**src/rtl/apb_master_pkg.sv**
```systemverilog
// Shared types for the APB command master: FSM states, target select codes
// and the packed command record carried through the command queue.
package apb_master_pkg;

  typedef enum logic [1:0] {
    ST_IDLE   = 2'd0,
    ST_SETUP  = 2'd1,
    ST_ACCESS = 2'd2,
    ST_RESP   = 2'd3
  } state_t;

  localparam logic [1:0] SEL_NONE = 2'd0;
  localparam logic [1:0] SEL_GPIO = 2'd1;
  localparam logic [1:0] SEL_UART = 2'd2;

  // 40-bit command record: write(1) + sel(2) + addr(5) + wdata(32)
  typedef struct packed {
    logic        write;
    logic [1:0]  sel;
    logic [4:0]  addr;
    logic [31:0] wdata;
  } cmd_t;

  // Only GPIO and UART exist behind the bridge; anything else is rejected.
  function automatic logic sel_is_valid(input logic [1:0] sel);
    return (sel == SEL_GPIO) || (sel == SEL_UART);
  endfunction

endpackage

```
**src/rtl/apb_cmd_fifo.sv**
```systemverilog
// Command queue for the APB master. Storage is written on push; an entry only
// becomes visible to the reader one cycle after it was written, so there is
// no same-cycle bypass from push to pop. full/occupied use the true write
// pointer, empty uses the delayed (visible) one.
module apb_cmd_fifo
  import apb_master_pkg::*;
#(
  parameter int DEPTH = 4
) (
  input  logic pclk,
  input  logic rst,
  input  logic push,
  input  cmd_t push_data,
  input  logic pop,
  output cmd_t head,
  output logic full,
  output logic empty,
  output logic occupied
);

  localparam int AW = $clog2(DEPTH);

  logic [AW:0] wr_ptr_reg;
  logic [AW:0] rd_ptr_reg;
  logic [AW:0] vis_ptr_reg;
  cmd_t        mem [DEPTH];

  // Pointer bookkeeping; vis_ptr trails wr_ptr by one cycle.
  always_ff @(posedge pclk or negedge rst) begin
    if (!rst) begin
      wr_ptr_reg  <= '0;
      rd_ptr_reg  <= '0;
      vis_ptr_reg <= '0;
    end else begin
      if (push) wr_ptr_reg <= wr_ptr_reg + (AW + 1)'(1);
      if (pop)  rd_ptr_reg <= rd_ptr_reg + (AW + 1)'(1);
      vis_ptr_reg <= wr_ptr_reg;
    end
  end

  // Entry storage; contents need no reset because the pointers qualify them.
  always_ff @(posedge pclk) begin
    if (push) mem[wr_ptr_reg[AW-1:0]] <= push_data;
  end

  assign head     = mem[rd_ptr_reg[AW-1:0]];
  assign full     = (wr_ptr_reg[AW] != rd_ptr_reg[AW]) &&
                    (wr_ptr_reg[AW-1:0] == rd_ptr_reg[AW-1:0]);
  assign empty    = (vis_ptr_reg == rd_ptr_reg);
  assign occupied = (wr_ptr_reg != rd_ptr_reg);

endmodule

```
**src/rtl/apb_cmd_master.sv**
```systemverilog
// APB command master: queues commands, runs them one at a time through
// SETUP/ACCESS on the bridge, and returns one response pulse per command in
// acceptance order. Invalid targets skip the bus and respond with an error.
module apb_cmd_master
  import apb_master_pkg::*;
#(
  parameter int DEPTH   = 4,
  parameter int TIMEOUT = 16
) (
  input  logic        pclk,
  input  logic        rst,
  input  logic        cmd_valid,
  output logic        cmd_ready,
  input  logic        cmd_write,
  input  logic [1:0]  cmd_sel,
  input  logic [4:0]  cmd_addr,
  input  logic [31:0] cmd_wdata,
  output logic        rsp_valid,
  output logic [31:0] rsp_rdata,
  output logic        rsp_err,
  output logic [1:0]  psel,
  output logic        transfer,
  output logic        penable,
  output logic        pwrite,
  output logic [4:0]  write_paddr,
  output logic [4:0]  apb_read_paddr,
  output logic [31:0] write_data,
  input  logic        pready,
  input  logic [31:0] prdata,
  output logic        busy
);

  localparam int CW = $clog2(TIMEOUT + 1);

  state_t        state_reg;
  state_t        state_next;
  cmd_t          cmd_reg;
  cmd_t          fifo_head;
  cmd_t          fifo_in;
  logic [CW-1:0] cnt_reg;
  logic [31:0]   rdata_reg;
  logic          err_reg;
  logic          run_reg;
  logic          fifo_push;
  logic          fifo_pop;
  logic          fifo_full;
  logic          fifo_empty;
  logic          fifo_occupied;
  logic          head_valid;
  logic          timeout_hit;

  assign fifo_in     = '{write: cmd_write, sel: cmd_sel, addr: cmd_addr, wdata: cmd_wdata};
  assign fifo_push   = cmd_valid & cmd_ready;
  assign head_valid  = sel_is_valid(fifo_head.sel);
  // Last permitted ACCESS cycle; pready in this same cycle still wins.
  assign timeout_hit = (cnt_reg == CW'(TIMEOUT - 1));

  apb_cmd_fifo #(
    .DEPTH(DEPTH)
  ) u_fifo (
    .pclk     (pclk),
    .rst      (rst),
    .push     (fifo_push),
    .push_data(fifo_in),
    .pop      (fifo_pop),
    .head     (fifo_head),
    .full     (fifo_full),
    .empty    (fifo_empty),
    .occupied (fifo_occupied)
  );

  // FSM state register.
  always_ff @(posedge pclk or negedge rst) begin
    if (!rst) state_reg <= ST_IDLE;
    else      state_reg <= state_next;
  end

  // Next-state and pop decision; pops happen only from IDLE or RESP.
  always_comb begin
    state_next = state_reg;
    fifo_pop   = 1'b0;
    case (state_reg)
      ST_IDLE, ST_RESP: begin
        if (!fifo_empty) begin
          fifo_pop   = 1'b1;
          state_next = head_valid ? ST_SETUP : ST_RESP;
        end else begin
          state_next = ST_IDLE;
        end
      end
      ST_SETUP:  state_next = ST_ACCESS;
      ST_ACCESS: if (pready || timeout_hit) state_next = ST_RESP;
      default:   state_next = ST_IDLE;
    endcase
  end

  // Current command, ACCESS wait counter and captured response.
  always_ff @(posedge pclk or negedge rst) begin
    if (!rst) begin
      cmd_reg   <= '0;
      cnt_reg   <= '0;
      rdata_reg <= '0;
      err_reg   <= 1'b0;
      run_reg   <= 1'b0;
    end else begin
      run_reg <= 1'b1;
      if (fifo_pop) begin
        cmd_reg   <= fifo_head;
        err_reg   <= !head_valid;
        rdata_reg <= '0;
      end
      if (state_reg == ST_SETUP) begin
        cnt_reg <= '0;
      end else if (state_reg == ST_ACCESS) begin
        cnt_reg <= cnt_reg + CW'(1);
        if (pready) begin
          err_reg   <= 1'b0;
          rdata_reg <= cmd_reg.write ? 32'd0 : prdata;
        end else if (timeout_hit) begin
          err_reg   <= 1'b1;
          rdata_reg <= '0;
        end
      end
    end
  end

  // Bus and response outputs decoded from state; everything idles at 0.
  always_comb begin
    psel           = '0;
    transfer       = 1'b0;
    penable        = 1'b0;
    pwrite         = 1'b0;
    write_paddr    = '0;
    apb_read_paddr = '0;
    write_data     = '0;
    rsp_valid      = 1'b0;
    rsp_rdata      = '0;
    rsp_err        = 1'b0;
    case (state_reg)
      ST_SETUP, ST_ACCESS: begin
        psel     = cmd_reg.sel;
        transfer = 1'b1;
        penable  = (state_reg == ST_ACCESS);
        pwrite   = cmd_reg.write;
        if (cmd_reg.write) begin
          write_paddr = cmd_reg.addr;
          write_data  = cmd_reg.wdata;
        end else begin
          apb_read_paddr = cmd_reg.addr;
        end
      end
      ST_RESP: begin
        rsp_valid = 1'b1;
        rsp_rdata = rdata_reg;
        rsp_err   = err_reg;
      end
      default: ;
    endcase
  end

  // run_reg keeps cmd_ready low while reset is held.
  assign cmd_ready = run_reg & ~fifo_full;
  assign busy      = fifo_occupied | (state_reg != ST_IDLE);

endmodule
```
**config.mk**
```make
export PLATFORM = sky130hd
export DESIGN_NAME = apb_cmd_master
export DESIGN_NICKNAME = d
export VERILOG_FILES = /design/src/rtl/apb_master_pkg.sv /design/src/rtl/apb_cmd_fifo.sv /design/src/rtl/apb_cmd_master.sv
export SDC_FILE = /design/constraint.sdc
export NUM_CORES = 1
export LEC_CHECK = 0
export CELL_PAD_IN_SITES_DETAIL_PLACEMENT = 1
export CELL_PAD_IN_SITES_GLOBAL_PLACEMENT = 2
export CORE_MARGIN = 2
export CORE_UTILIZATION = 39
export DETAILED_ROUTE_END_ITERATION = 8
export PLACE_DENSITY_LB_ADDON = 0.1
export SYNTH_ARGS = -nofsm -noshare
export SYNTH_HDL_FRONTEND = slang
export SYNTH_SLANG_ARGS = --single-unit
```
**constraint.sdc**
```tcl
create_clock -name pclk -period 3.5 [get_ports pclk]
set_clock_uncertainty 0.2 [all_clocks]
set_input_delay 0.35 -clock pclk [delete_from_list [all_inputs] [get_ports pclk]]
set_output_delay 0.35 -clock pclk [all_outputs]
set_load 0.02 [all_outputs]
```
# After elaboration in Yosys (flattened, before gate mapping)
# Memory sizes are Yosys's and may differ from the RTL's.
# Index checks and enable logic that the tools add are counted.
# classes
n_shift	0
div	0
n_reduce_logical	9
addsub	3
n_mux	34
n_mul	0
n_eq_ne	11
bitwise	4
n_lt_le_gt_ge	0
# op_table
op	count
2-to-1 mux 32 bit	9
2-to-1 mux 5 bit	6
2-to-1 mux 1 bit	14
2-to-1 mux 2 bit	4
adder 3 x 1 -> 3 bit, second input constant	2
equality test 2 bit, second input constant	3
one-hot mux 2 bit (3 select lines)	1
adder 5 x 1 -> 5 bit, second input constant	1
equality test 5 x 4 -> 1 bit, second input constant	1
equality test 2 x 1 -> 1 bit, second input constant	2
nonzero test 2 bit	2
OR reduction 2 bit	2
equality test 3 bit	1
inequality test 3 bit	1
bitwise AND 1 bit	2
equality test 2 bit	1
logical NOT 2 bit	1
logical OR 1 bit	2
inequality test 2 bit, second input constant	1
logical AND 1 bit	1
logical NOT 1 bit	1
inequality test 1 bit	1
NOT 1 bit	1
OR 1 bit	1
# word_totals
ff_bits	90
rom_bits	0
word_cells	74
latch_bits	0
input_bits	76
n_memories	1
mem_bits_rw	160
out_inout_bits	83
# mem_list
name	depth	word_bits	rd	rd_clocked_by_memory_dff	write_ports	line	rtl
u_fifo.mem	4	40	1	0	1	apb_cmd_fifo.sv:26	cmd_t mem [DEPTH];

# Depth between registers and ports, before layout
# An unclocked memory read counts as a cell.
# logic_depth
word_depth	9
ltp_mapped	7
mapped_depth_nobuf	7

# Modules after synthesis
# Synthesis repeated with hierarchy kept, for this count alone.
# hier_totals
hier_cells	547
area_unflattened_um2	10037.1
# by_module_without_submodules
mod	seq_area_each_um2	cells_per_inst	area_per_inst_um2	instances
apb_cmd_fifo	5029.8	247	6283.5	1
apb_cmd_master	2026.9	300	3753.6	1

# Worst setup path before layout
# OpenSTA, ideal clock, no wires.
# synth_path
kind	reg2reg
start	reg u_fifo.rd_ptr_reg[0]
end	mem u_fifo.mem[3][0] in the netlist's numbering, enable pin
required_time_ps	2897
arrival_time_ps	2169
setup_ps	403
synth_period_minus_slack_ps	2772
n_path_buf	1
stages_incl_launch_ff	5
slack_ps	728
path_cell_list	dfrtp_1 -> buf_6 -> xnor2_1 -> a31oi_2 -> and3_1
# synth_via
elab_chain_cells	7
# synth_rtl
item	line	rtl
start: declaration	apb_cmd_fifo.sv:24	logic [AW:0] rd_ptr_reg;
start signal: assignment	apb_cmd_fifo.sv:36	if (pop) rd_ptr_reg <= rd_ptr_reg + (AW + 1)'(1);
equality test 2 bit	apb_cmd_fifo.sv:48	(wr_ptr_reg[AW-1:0] == rd_ptr_reg[AW-1:0]);
logical AND 1 bit	apb_cmd_fifo.sv:47	assign full = (wr_ptr_reg[AW] != rd_ptr_reg[AW]) &&
NOT 1 bit	apb_cmd_master.sv:162	assign cmd_ready = run_reg & ~fifo_full;
bitwise AND 1 bit	apb_cmd_master.sv:162	
net cmd_ready	apb_cmd_master.sv:13	output logic cmd_ready,
bitwise AND 1 bit	apb_cmd_master.sv:53	assign fifo_push = cmd_valid & cmd_ready;
2-to-1 mux 1 bit	apb_cmd_fifo.sv:43	if (push) mem[wr_ptr_reg[AW-1:0]] <= push_data;
2-to-1 mux 1 bit (not written as such)	apb_cmd_fifo.sv:43	
end: declaration	apb_cmd_fifo.sv:26	
# The timed path passes the listed nets, and every way through them passes these cells.

# Worst setup path after layout
# layout_path
start	reg state_reg[0]
end	out apb_read_paddr[0]
# layout_via
elab_chain_cells	3
elab_cells_between_ends	4
cone_classes	eq/ne (2); mux (1); reduce/logical (1)
# layout_rtl
item	line	rtl
start: declaration	apb_cmd_master.sv:35	state_t state_reg;
start signal: assignment	apb_cmd_master.sv:75	else state_reg <= state_next;
equality test 2 x 1 -> 1 bit or equality test 2 bit (tied branches)	apb_cmd_master.sv:139	case (state_reg)
OR reduction 2 bit *	apb_cmd_master.sv:139	
2-to-1 mux 5 bit *	apb_cmd_master.sv:139	
end: declaration	apb_cmd_master.sv:26	output logic [4:0] apb_read_paddr,
# Mark *: on every way between the ends. The rest lies on a longest branch, timed or not.

==> out/summary.md <==
The run finished with clean final reports. The tools report the final number of setup-violating endpoints as 0. In this run, synthesis inferred 160 flip-flops with an integrated enable. In this run the worst path has a maximum fanout of 27.

The tools report the worst slew slack as a fraction of its limit as 0.387. The share of synthesized registers carrying an async set or reset works out to 0.360. The commonest register cell after synthesis is sky130_fd_sc_hd__edfxtp_1. For the area of the core, the log shows 25100 sq um. The post-synthesis sequential element count was 250; the wire length of the first global-routing pass was 35300 um.

The number of cells on the worst hold path is 2, and the highest clock rate is 317 MHz. Setup repair after global routing left no endpoint under its margin. After detailed routing, the number of vias per cell comes to 5.12. The startpoint identified for the worst register-to-register timing path is cnt_reg[0]. For this block, the routed nets add up to 22400 um of wire. The tools report the worst ir drop on vdd as 0.403 mV.

The number of cells on the worst reg-to-reg path is 6. The run gives 0 as the total count of max-transition violations in the final report. Power spread over the standard cell area amounts to 937 nW/um^2. The tools report the root buffer selected by CTS as sky130_fd_sc_hd__clkbuf_16. Data arrival time of the critical path: 2.60 ns.

By area the synthesized netlist is led by sky130_fd_sc_hd__edfxtp_1, sky130_fd_sc_hd__dfrtp_1, sky130_fd_sc_hd__mux4_2. The cell leakage power is 0.00484 uW, and the global-route usage over all layers is 0.171. The number of H-tree levels was 1; the fraction of layout cells with a size suffix above 1 was 0.197.

The buffer count from post-CTS setup fixing was 0. The startpoint identified for the worst hold timing path is prdata[13]. Routability-driven placement finished with a final weighted congestion of 0.755.

Subtracting the final worst setup slack from the clock period gives 3.15 ns. In this run the tool buffered the top-level ports with 158 buffer cells. Counting the buffers created by CTS gives 28.

The min-delay analysis places its worst path in the category in2reg. For the pin with the worst max-slew slack, the measured transition is 0.920 ns. The starting density of the core came out at 0.397. Measured along the y axis, the die boundary spans 164 um. The width of the die works out to 164 um. The ratio of final minimum period to clock period came out at 0.901.

Share of synthesized cell area in full adder, half adder and majority cells: 0.0138. The largest net degree at the start of global routing was 58; the number of sinks handled by clock tree synthesis was 250. The area share of xor/xnor cells in the synthesized design is 0.0112, and the via count of the routed design is 5483. The tools report the endpoint type of the worst setup path as a primary output. The initial antenna violation count is 1, and the violation count after the first detailed-routing iteration is 217. The logs give 9960 sq um for the area of the mapped netlist and 805 for the number of nets in the layout.

The net count after synthesis was 634; the clock-pin slew on the worst setup and hold paths was 0.06 ns. The flip-flop count of the largest register after layout came out at 160. The number of remaining DRC errors is 0, and the number of filler instances in the final layout is 2335. A synthesized cell averages 18.2 sq um. Pin placement for this block handled 159 I/O pins.

The count of yosys warnings during synthesis is 0. The logs give 0 for the hold violation total from the final report and 26800 sq um for the area of the die. Dividing the detail-routed wire length by the instance count gives 20.9 um. Setup slack closes at 0.348 ns. STA puts the critical path data required time at 2.95 ns.

After floorplanning, the core was divided into 58 placement rows. The run gives 35 as the number of different library cells in the post-synthesis netlist. The number of max-cap violations was 0.

Most numerous cell in the Yosys netlist: sky130_fd_sc_hd__edfxtp_1. The clock passes through at most 3 buffers. Antenna diode count: 0. The run gives 6163 as the via count of the first global-routing pass. Synthesized-area fraction occupied by ao, oa, aoi and oai cells: 0.0389.

The tools report the insertion delay of the later-clocked pin in the worst-skew pair as 0.56 ns. The tools report the share of the core filled with cells in the final layout as 0.513. The tools report the residual overflow from global routing as 0. OpenSTA, run right after detailed placement, puts the worst setup slack at 0.674 ns. The signed area change from the synthesized netlist to the final layout was 29.4%. Adding up every negative setup slack in the final design gives 0 ns. After synthesis, the largest family of logic cells by area is multiplexers. Before antenna repair, the detailed router went through 6 iterations. The commonest cells after synthesis are sky130_fd_sc_hd__edfxtp_1, sky130_fd_sc_hd__dfrtp_1, sky130_fd_sc_hd__and3_1, sky130_fd_sc_hd__and2_1, sky130_fd_sc_hd__mux4_2. The worst setup path is of the reg2out kind. The HPWL reported at the end of detailed placement is 13200 um.

The tools report the worst setup path startpoint as state_reg[0]. The detail route stage leaves a number of antenna-violating nets equal to 0. Cell taking the most area after synthesis: sky130_fd_sc_hd__edfxtp_1.

The area share of the largest cell type after synthesis is 0.482. For the part of the Yosys area used for sequential elements, the log shows 0.709. Mux share of post-synthesis cell area: 0.141. The fraction of the mapped netlist area in simple logic gates came out at 0.0617. The tools report the gate count of the mapped netlist as 547.

TritonCTS built the clock tree. The kind of start point of the critical path was a register.
[final cells by class]
type                    count  area, sq um  share of cell area
clock inverters            11          166              0.0129
flip-flops and latches    250         7060               0.548
inverters                  10         37.5             0.00291
well taps                 330          413              0.0320
repair buffers            173         1720               0.133
multi-input cells         255         2680               0.208
clock buffers              41          810              0.0628
[metal layers]
metal | up-vias | GRT usage | share of wire
met1 | 2871 | 0.219 | 0.43
met2 | 137 | 0.302 | 0.50
li1 | 2437 | - | -
met5 | - | 0 | 0
met3 | 38 | 0.0331 | 0.050
met4 | 0 | 0.0391 | 0.019
[placed cells by master, fill, tap and decap left out, types with 13 or more instances in the layout]
cell                              netlist  final
sky130_fd_sc_hd__and2_1                41     41
sky130_fd_sc_hd__a22o_1                32     32
sky130_fd_sc_hd__clkbuf_16              0     28
sky130_fd_sc_hd__mux4_2                40     40
sky130_fd_sc_hd__edfxtp_1             160    160
sky130_fd_sc_hd__clkdlybuf4s50_1        0    157
sky130_fd_sc_hd__mux2_2                32     32
sky130_fd_sc_hd__dfrtp_1               90     88
sky130_fd_sc_hd__and3_1                42     38
sky130_fd_sc_hd__buf_4                  2     13
[critical path: stages (launching register included)]
cell,delay [ns]
sky130_fd_sc_hd__dfrtp_1,0.39
sky130_fd_sc_hd__inv_1,0.10
sky130_fd_sc_hd__ha_4,0.45
sky130_fd_sc_hd__nor2b_1,0.32
sky130_fd_sc_hd__and2_1,0.19
sky130_fd_sc_hd__clkdlybuf4s50_1,0.60
[stage by stage]
stage / power (uW) / cells / hold slack [ns] / cell area [sq um]
6_report: 12100 / 1070 / 0.216 / 12900
3_3_place_gp: 9030 / 1017 / 0.223 / 11900
2_1_floorplan: 7580 / 547 / -0.146 / 9960
5_1_grt: 12800 / 1070 / 0.210 / 12900
4_1_cts: 12300 / 1070 / 0.185 / 12900
3_5_place_dp: 9190 / 1017 / 0.235 / 11900
[kinds of logic after synthesis]
family	Yosys count
AO/OA/AOI/OAI	45
AND/OR/NAND/NOR	102
XOR/XNOR	11
flip-flops	250
adder cells (fa/ha/maj)	11
buffers and inverters	42
multiplexers	85
other	1
[report_power, final]
| group | leakage, uW | internal, uW | switching [uW] |
|---|---|---|---|
| registers | 0.00257 | 3910 | 432 |
| clock network | 0.000467 | 1840 | 1180 |
| logic | 0.00180 | 2290 | 2420 |
| total | 0.00484 | 8040 | 4040 |
[final timing paths]
check	to	slack, ns
hold reg to reg	u_fifo.vis_ptr_reg[2]	0.26
setup / recovery	apb_read_paddr[0]	0.35
max in group asynchronous	rdata_reg[18]	2.09
hold / removal	rdata_reg[13]	0.22
min in group asynchronous	rdata_reg[2]	0.25
setup reg to reg	rdata_reg[19]	0.89
[repair_timing]
| item | 4_1_cts | 5_1_grt |
|---|---|---|
| endpoints found under the hold margin | 56 | 0 |
| setup endpoints to repair | 0 | 5 |
| hold buffers | 1 | 0 |
| gates resized for setup | 0 | 1 |
Note: power is estimated with default switching activity, not from simulation.
